$ cat config.mk
export PLATFORM = sky130hd
export DESIGN_NAME = load_align_unit
export DESIGN_NICKNAME = d
export VERILOG_FILES = /design/src/rtl/load_align_unit.sv
export SDC_FILE = /design/constraint.sdc
export NUM_CORES = 1
export LEC_CHECK = 0
export BUFFER_PORTS_ARGS = -buffer_cell sky130_fd_sc_hd__buf_4
export CAP_MARGIN = 20
export CORE_ASPECT_RATIO = 0.6
export CORE_MARGIN = 5
export CORE_UTILIZATION = 30
export CTS_CLUSTER_SIZE = 40
export DETAILED_ROUTE_END_ITERATION = 16
export PLACE_DENSITY = 0.62
export SYNTH_ARGS = -nofsm -noshare
export SYNTH_HDL_FRONTEND = slang
export SYNTH_SLANG_ARGS = --single-unit
$ cat constraint.sdc
create_clock -name clk -period 5.7 [get_ports clk]
set_input_delay 0.285 -clock clk [delete_from_list [all_inputs] [get_ports clk]]
set_output_delay 0.285 -clock clk [all_outputs]
set_load 0.03 [all_outputs]
$ cat src/rtl/load_align_unit.sv
`default_nettype none
// ============================================================================
//  Module      : load_align_unit
//  Description : MEM-stage load path. Issues word-aligned reads to a
//                synchronous-read data RAM, then extracts the addressed
//                byte/halfword/word from the returned data and sign- or
//                zero-extends it into a registered output stage that obeys
//                a downstream stall. A one-word skid register keeps the RAM
//                word for a pending load that cannot advance, because the
//                RAM output is only valid for one cycle.
//
//  Ports       : clk, reset (sync, active-high)
//                req_valid/req_ready/load_op/addr : load request handshake
//                mem_ren/mem_addr/mem_rdata       : data RAM read port
//                stall/out_valid/load_data/misalign : result stage
//
//  Optional    : `define LOAD_MISALIGN_CHK_EN enables the alignment check
//                for LH/LHU/LW. A misaligned access reports misalign = 1
//                and returns zero data. Without it misalign is tied low.
//
//  Revision    : 1.0 - initial release
// ============================================================================
module load_align_unit #(
    parameter logic [5:0] LB_OP  = 6'b100000,
    parameter logic [5:0] LBU_OP = 6'b100100,
    parameter logic [5:0] LH_OP  = 6'b100001,
    parameter logic [5:0] LHU_OP = 6'b100101,
    parameter logic [5:0] LW_OP  = 6'b100011
) (
    input  logic        clk,
    input  logic        reset,
    // request side
    input  logic        req_valid,
    output logic        req_ready,
    input  logic [5:0]  load_op,
    input  logic [31:0] addr,
    // data RAM read port
    output logic        mem_ren,
    output logic [31:0] mem_addr,
    input  logic [31:0] mem_rdata,
    // result side
    input  logic        stall,
    output logic        out_valid,
    output logic [31:0] load_data,
    output logic        misalign
);

    // ------------------------------------------------------------------
    // Stage S1 (pending) and S2 (output) registers
    // ------------------------------------------------------------------
    logic        r_p_valid;
    logic [5:0]  r_p_op;
    logic [1:0]  r_p_off;
    logic [31:0] r_raw_buf;
    logic        r_raw_buf_valid;

    logic        r_out_valid;
    logic [31:0] r_load_data;
    logic        r_misalign;

    // ------------------------------------------------------------------
    // Handshake
    // ------------------------------------------------------------------
    logic        w_s2_free;
    logic        w_accept;
    logic        w_advance;
    logic        w_capture;

    assign w_s2_free = ~r_out_valid | ~stall;
    assign req_ready = ~r_p_valid | w_s2_free;
    assign w_accept  = req_valid & req_ready;
    assign w_advance = r_p_valid & w_s2_free;
    // The RAM word is only on mem_rdata in the first cycle the load sits in
    // S1; if it cannot advance then, park the word in the skid register.
    assign w_capture = r_p_valid & ~w_s2_free & ~r_raw_buf_valid;

    assign mem_ren   = w_accept;
    assign mem_addr  = {addr[31:2], 2'b00};

    // ------------------------------------------------------------------
    // Extraction / extension
    // ------------------------------------------------------------------
    logic [31:0] w_src;
    logic [7:0]  w_byte;
    logic [15:0] w_half;
    logic [31:0] w_ext_data;
    logic        w_ext_mis;

    assign w_src = r_raw_buf_valid ? r_raw_buf : mem_rdata;

    always_comb begin
        w_byte = w_src[7:0];
        case (r_p_off)
            2'd0:    w_byte = w_src[7:0];
            2'd1:    w_byte = w_src[15:8];
            2'd2:    w_byte = w_src[23:16];
            default: w_byte = w_src[31:24];
        endcase
    end

    assign w_half = r_p_off[1] ? w_src[31:16] : w_src[15:0];

    always_comb begin
        w_ext_data = w_src;
        w_ext_mis  = 1'b0;
        case (r_p_op)
            LB_OP:   w_ext_data = {{24{w_byte[7]}}, w_byte};
            LBU_OP:  w_ext_data = {24'h000000, w_byte};
            LH_OP:   w_ext_data = {{16{w_half[15]}}, w_half};
            LHU_OP:  w_ext_data = {16'h0000, w_half};
            default: w_ext_data = w_src;
        endcase
`ifdef LOAD_MISALIGN_CHK_EN
        if ((r_p_op == LH_OP) || (r_p_op == LHU_OP)) begin
            w_ext_mis = r_p_off[0];
        end else if (r_p_op == LW_OP) begin
            w_ext_mis = (r_p_off != 2'd0);
        end
        // A faulting load never returns partial data.
        if (w_ext_mis) begin
            w_ext_data = 32'h0000_0000;
        end
`endif
    end

    // ------------------------------------------------------------------
    // Stage S1
    // ------------------------------------------------------------------
    always_ff @(posedge clk) begin
        if (reset) begin
            r_p_valid       <= 1'b0;
            r_p_op          <= 6'd0;
            r_p_off         <= 2'd0;
            r_raw_buf       <= 32'h0000_0000;
            r_raw_buf_valid <= 1'b0;
        end else begin
            if (w_accept) begin
                // Accept may coincide with the previous load advancing.
                r_p_valid       <= 1'b1;
                r_p_op          <= load_op;
                r_p_off         <= addr[1:0];
                r_raw_buf_valid <= 1'b0;
            end else if (w_advance) begin
                r_p_valid       <= 1'b0;
                r_raw_buf_valid <= 1'b0;
            end else if (w_capture) begin
                r_raw_buf       <= mem_rdata;
                r_raw_buf_valid <= 1'b1;
            end
        end
    end

    // ------------------------------------------------------------------
    // Stage S2
    // ------------------------------------------------------------------
    always_ff @(posedge clk) begin
        if (reset) begin
            r_out_valid <= 1'b0;
            r_load_data <= 32'h0000_0000;
            r_misalign  <= 1'b0;
        end else begin
            if (w_advance) begin
                r_out_valid <= 1'b1;
                r_load_data <= w_ext_data;
                r_misalign  <= w_ext_mis;
            end else if (w_s2_free) begin
                // Current result consumed (or none present) and nothing new.
                r_out_valid <= 1'b0;
            end
        end
    end

    assign out_valid = r_out_valid;
    assign load_data = r_load_data;
    assign misalign  = r_misalign;

endmodule
`default_nettype wire

# Word level (Yosys, flattened, before mapping)
# Index checks and enable logic that the tools add are counted.
totals:
  out_inout_bits: 68
  in_bits: 74
  regBits: 75
classes:
  n_bitwise: 13
  n_eq_ne: 6
  n_mux: 8
  n_reduce_logical: 5
op_table:
  columns: ["op", "count"]
  rows:
  - ["32-bit case mux with 4 select lines", 1]
  - ["32-bit 2-to-1 mux", 1]
  - ["6-bit == test (second input constant)", 4]
  - ["8-bit case mux with 3 select lines", 1]
  - ["16-bit 2-to-1 mux", 1]
  - ["1-bit NOT", 7]
  - ["1-bit AND", 4]
  - ["1-bit 2-to-1 mux", 4]
  - ["2-bit nonzero test", 2]
  - ["3-bit AND reduction", 1]
  - ["3-bit OR reduction", 1]
  - ["2-bit by 1-bit == test with 1-bit output (second input constant)", 1]
  - ["2-bit == test (second input constant)", 1]
  - ["2-bit zero test", 1]
  - ["1-bit bitwise OR", 2]

# Logic depth before layout (Yosys ltp)
depth:
  word_depth: 6
  depth_mapped: 7
  depth_no_buf: 4

# Worst setup path before layout
# No wires, ideal clock.
synth_timing:
  kind: "flip-flop to flip-flop"
  from: "register r_raw_buf_valid"
  to: "register r_load_data[29], in the netlist load_data[29]"
  path_buffers: 2
  t_arrival_ns: 1.741
  path_stages_with_launch: 7
  slack_ns: 3.821
  synth_period_minus_slack_ns: 1.879
  cell_sequence: "dfxtp_1 -> buf_2 -> mux2_2 -> o21a_1 -> o311ai_4 -> buf_6 -> a31oi_2"
synth_via:
  elab_chain_len: 3
  word_cells_on_any_way: 4
  cone_classes: "mux (4)"
synth_lines:
  columns: ["item", "line", "source"]
  rows:
  - ["start: declaration", "55", "logic r_raw_buf_valid;"]
  - ["start signal: assignment", "135", "r_raw_buf_valid <= 1'b0;"]
  - ["start signal: assignment", "142", "r_raw_buf_valid <= 1'b0;"]
  - ["start signal: assignment", "145", "r_raw_buf_valid <= 1'b0;"]
  - ["32-bit 2-to-1 mux (*)", "89", "assign w_src = r_raw_buf_valid ? r_raw_buf : mem_rdata;"]
  - ["8-bit case mux with 3 select lines / 16-bit 2-to-1 mux (equally long branches)", "93, 101", null]
  - ["32-bit case mux with 4 select lines (*)", "106", "case (r_p_op)"]
  - ["end signal: assignment", "164", "r_load_data <= w_ext_data;"]
  - ["end: declaration", "58", "logic [31:0] r_load_data;"]
# Mark *: on every way between the ends. The rest lies on a longest branch, timed or not.
# A chain may end at the register's enable or synchronous reset.

# Worst setup path after layout
layout_timing:
  from: "register r_raw_buf_valid"
  to: "register r_load_data[31], in the netlist load_data[31]"
# Same word-level chain as after synthesis.

==> impl_table.tex <==
\begin{tabular}{lr}
\hline
Metric & Value \\
\hline
\multicolumn{2}{l}{\textbf{STA}} \\
Minimum period implied by the final worst setup slack & around 2.8 ns \\
Worst-margin pin slew & 1.112 ns \\
Worst max-slew margin expressed relative to the limit & 25.89\% \\
Setup repair after global routing missed its margin & no \\
Final setup slack of the worst path & 2.922 ns \\
Final slew viol count & 0 \\
Final hold violations & 0 \\
Fin Clk Skew & 0.009589 ns \\
Final Setup Violations & 0 \\
Maximum achievable frequency & 360.0 MHz \\
Final worst path period share & between 40\% and 50\% \\
Post-route setup TNS & 0 ns \\
\multicolumn{2}{l}{\textbf{Route}} \\
Final routed wirelength across all metal layers & 11810 um \\
Routed via count divided by cell count & 5.147 \\
Routed wire length per instance & roughly 17 um \\
Iteration-0 DRC count of the detailed router & 233 \\
Detailed-router iteration count before antenna repair & 4 \\
Overall via count from detail\_route & 3572 \\
Number of remaining DRC errors & 0 \\
Remaining antenna violation count after routing & 0 \\
\multicolumn{2}{l}{\textbf{CTS}} \\
CTS H-tree depth & 3 \\
Clock tree root buffer cell & sky130\_fd\_sc\_hd\_\_clkbuf\_16 \\
Clock Latency Late Sink & 0.34 ns \\
Count of buffers added by post-CTS timing repair for setup & 0 \\
Number of clock sinks & 75 \\
TritonCTS clock tree & done \\
Number of buffers added to fix hold violations after cts & 0 \\
CTS max path bufs & 2 \\
Clock-pin transition on the worst setup and hold timing paths & 0.06 ns \\
Number of gates resized after CTS & 0 \\
Number of buffers created by CTS & 9 \\
\multicolumn{2}{l}{\textbf{Power and ir drop}} \\
Pleak & 1.803 nW \\
Power per cell area & 297.1 mW/mm\^{}2 \\
Worst VDD drop & 0.1338 mV \\
\multicolumn{2}{l}{\textbf{Synth}} \\
Top post-synthesis cells by area & sky130\_fd\_sc\_hd\_\_dfxtp\_1, sky130\_fd\_sc\_hd\_\_nand2\_1, sky130\_fd\_sc\_hd\_\_mux2i\_1, sky130\_fd\_sc\_hd\_\_a21oi\_1, sky130\_fd\_sc\_hd\_\_buf\_4 \\
Top FF cell, synth & sky130\_fd\_sc\_hd\_\_dfxtp\_1 \\
Post-Synthesis Cell Area & $\sim$0.0040 sq mm \\
Number of flops mapped to enable cells by yosys & 0 \\
Area leader, netlist & sky130\_fd\_sc\_hd\_\_dfxtp\_1 \\
Count of synthesis-stage warnings from yosys & 0 \\
Synth Register Bits & 75 \\
Post-Syn Area per Cell & 8.050 sq um \\
Share of synthesized registers carrying an async set or reset & 0\% \\
Synth cell types & 45 \\
Part of the Yosys area used for sequential elements & 37.61\% \\
Area fraction of the dominant cell type after synthesis & 37.61\% \\
Cells after Synth & a little under 500 \\
\multicolumn{2}{l}{\textbf{Worst hold path}} \\
Type of the most critical hold path & primary input to register \\
Hold path depth & 3 \\
\multicolumn{2}{l}{\textbf{Floorplan}} \\
Floorplan die width & 158.9 um \\
Count of pins on the block boundary & between 100 and 150 \\
Overall die height & 99.36 um \\
Standard-cell row count & 32 \\
Die Outline Area & about 0.016 sq mm \\
Starting density of the core & a little under a third \\
Core box area & 0.01293 sq mm \\
\multicolumn{2}{l}{\textbf{Critical path}} \\
Critical path start-end classification & register to register \\
Peak fanout along the critical path & 37 \\
Critical Path Sink Type & register \\
Startpoint types & register \\
Setup slack, reg-to-reg & 2.92 ns \\
FF-to-FF path depth & 5 \\
Data arrival time of the worst path & 2.96 ns \\
Required time of the critical path & just under 6 ns \\
Reg-to-Reg End & load\_data[31] \\
Worst setup path endpoint & load\_data[31] \\
RR Startpoint & r\_raw\_buf\_valid \\
Worst setup path startpoint & r\_raw\_buf\_valid \\
\multicolumn{2}{l}{\textbf{Placement}} \\
Minimum setup slack after placement & 2.936 ns \\
Global placer's final weighted congestion & 0.8827 \\
Number of I/O port buffers & 78 \\
Post-DP HPWL & 8699 um \\
\multicolumn{2}{l}{\textbf{Finish}} \\
Area added between synthesis and finish & 19.52\% \\
Fraction of final layout cells sized beyond drive strength 1 & 23.66\% \\
Most used cells in the layout excluding fill and tap cells & sky130\_fd\_sc\_hd\_\_nand2\_1, sky130\_fd\_sc\_hd\_\_buf\_4, sky130\_fd\_sc\_hd\_\_dfxtp\_1 \\
Diodes inserted & 0 \\
Number of nets in the finished design & 593 \\
Leading cell type in the layout, fill and taps excluded & sky130\_fd\_sc\_hd\_\_nand2\_1 \\
\multicolumn{2}{l}{\textbf{Run}} \\
\# Max-Cap Violations & 0 \\
\multicolumn{2}{l}{\textbf{GRT}} \\
First-pass GRT wire length & 18510 um \\
Maximum number of pins on one net before global-route repair & 70 \\
Via count of the first global-routing pass & 3422 \\
Total track usage & 14.69\% \\
Grt ovf & 0 \\
Antenna violations before repair & 0 \\
\multicolumn{2}{l}{\textbf{Run status}} \\
Status & completed \\
\hline
\end{tabular}
-- synthesized netlist by cell type (9+ instances only) --
library cell	count
sky130_fd_sc_hd__mux2i_1	29
sky130_fd_sc_hd__buf_4	33
sky130_fd_sc_hd__o21bai_1	13
sky130_fd_sc_hd__dfxtp_1	75
sky130_fd_sc_hd__nand3_1	9
sky130_fd_sc_hd__nand2_1	107
sky130_fd_sc_hd__a21oi_1	51
sky130_fd_sc_hd__clkbuf_1	28
sky130_fd_sc_hd__a31oi_1	12
sky130_fd_sc_hd__nand2b_1	9
sky130_fd_sc_hd__nor2_1	45
-- worst max-delay path, cell delays in order (launching register included) --
cell and delay (ns):
sky130_fd_sc_hd__dfxtp_2 1.07, sky130_fd_sc_hd__mux2_2 0.45, sky130_fd_sc_hd__o21a_1 0.22, sky130_fd_sc_hd__o311ai_4 0.52, sky130_fd_sc_hd__buf_8 0.26, sky130_fd_sc_hd__a311oi_1 0.11
-- report_power, final --
| part | switching (mW) | leakage [nW] | internal, mW |
|---|---|---|---|
| registers | 0.0177 | 0.612 | 0.546 |
| clock network | 0.224 | 0.165 | 0.427 |
| logic | 0.125 | 1.03 | 0.0793 |
-- flip-flops by register name, summed over array words and instances, names as in the netlist --
register / count
r_raw_buf_valid: 1
r_raw_buf: 32
load_data: 32
out_valid: 1
r_p_op: 6
r_p_valid: 1
r_p_off: 2
-- how the worst min path moves through the flow --
stage	startpoint	slack, ns	to
3_3_place_gp	r_raw_buf[27]	0.44	r_raw_buf[27]
3_5_place_dp	r_raw_buf[6]	0.45	r_raw_buf[6]
2_1_floorplan	mem_rdata[22]	0.42	r_raw_buf[22]
6_report	mem_rdata[1]	0.20	r_raw_buf[1]
5_1_grt	mem_rdata[2]	0.19	r_raw_buf[2]
4_1_cts	mem_rdata[1]	0.19	r_raw_buf[1]
-- cell families after synthesis --
| group | Yosys count | share of synthesized area [%] |
|---|---|---|
| simple gates | 187 | 19.74 |
| other cells | 1 | 0.09392 |
| flops | 75 | 37.61 |
| buf+inv | 76 | 10.97 |
| mux | 34 | 9.245 |
| compound gates | 123 | 22.34 |
-- per-layer routing --
| layer | GRT usage, % | up-vias | part of all wire, % |
|---|---|---|---|
| met5 | 0 | - | 0 |
| li1 | - | 1720 | - |
| met1 | 20.97 | 1707 | 50 |
| met2 | 20.98 | 129 | 41 |
| met3 | 5.300 | 16 | 8.2 |
| met4 | 3.735 | 0 | 1.3 |
-- cell type report --
class                           count  area, sq um
Multi-Input combinational cell    347         2073
Tap cell                          170        212.7
Sequential cell                    75         1503
Clock inverter                      7        116.4
Timing Repair Buffer               83        630.6
Inverter                            3        11.26
Fill cell                        1326         8160
Clock buffer                        9        225.2
-- stage by stage --
step	utilization (%)	hold WS, ns	area, sq um	power (mW)	std cells
after floorplan	-	0.4210	4000	0.7357	498
after global placement	34.14	0.4419	4415	0.7743	677
after detailed placement	34.26	0.4461	4431	0.7789	678
after CTS	36.90	0.1942	4772	1.432	694
after global routing	36.90	0.1948	4772	1.472	694
final	36.90	0.2009	4772	1.418	694
Power figures use the tool's default switching activity.
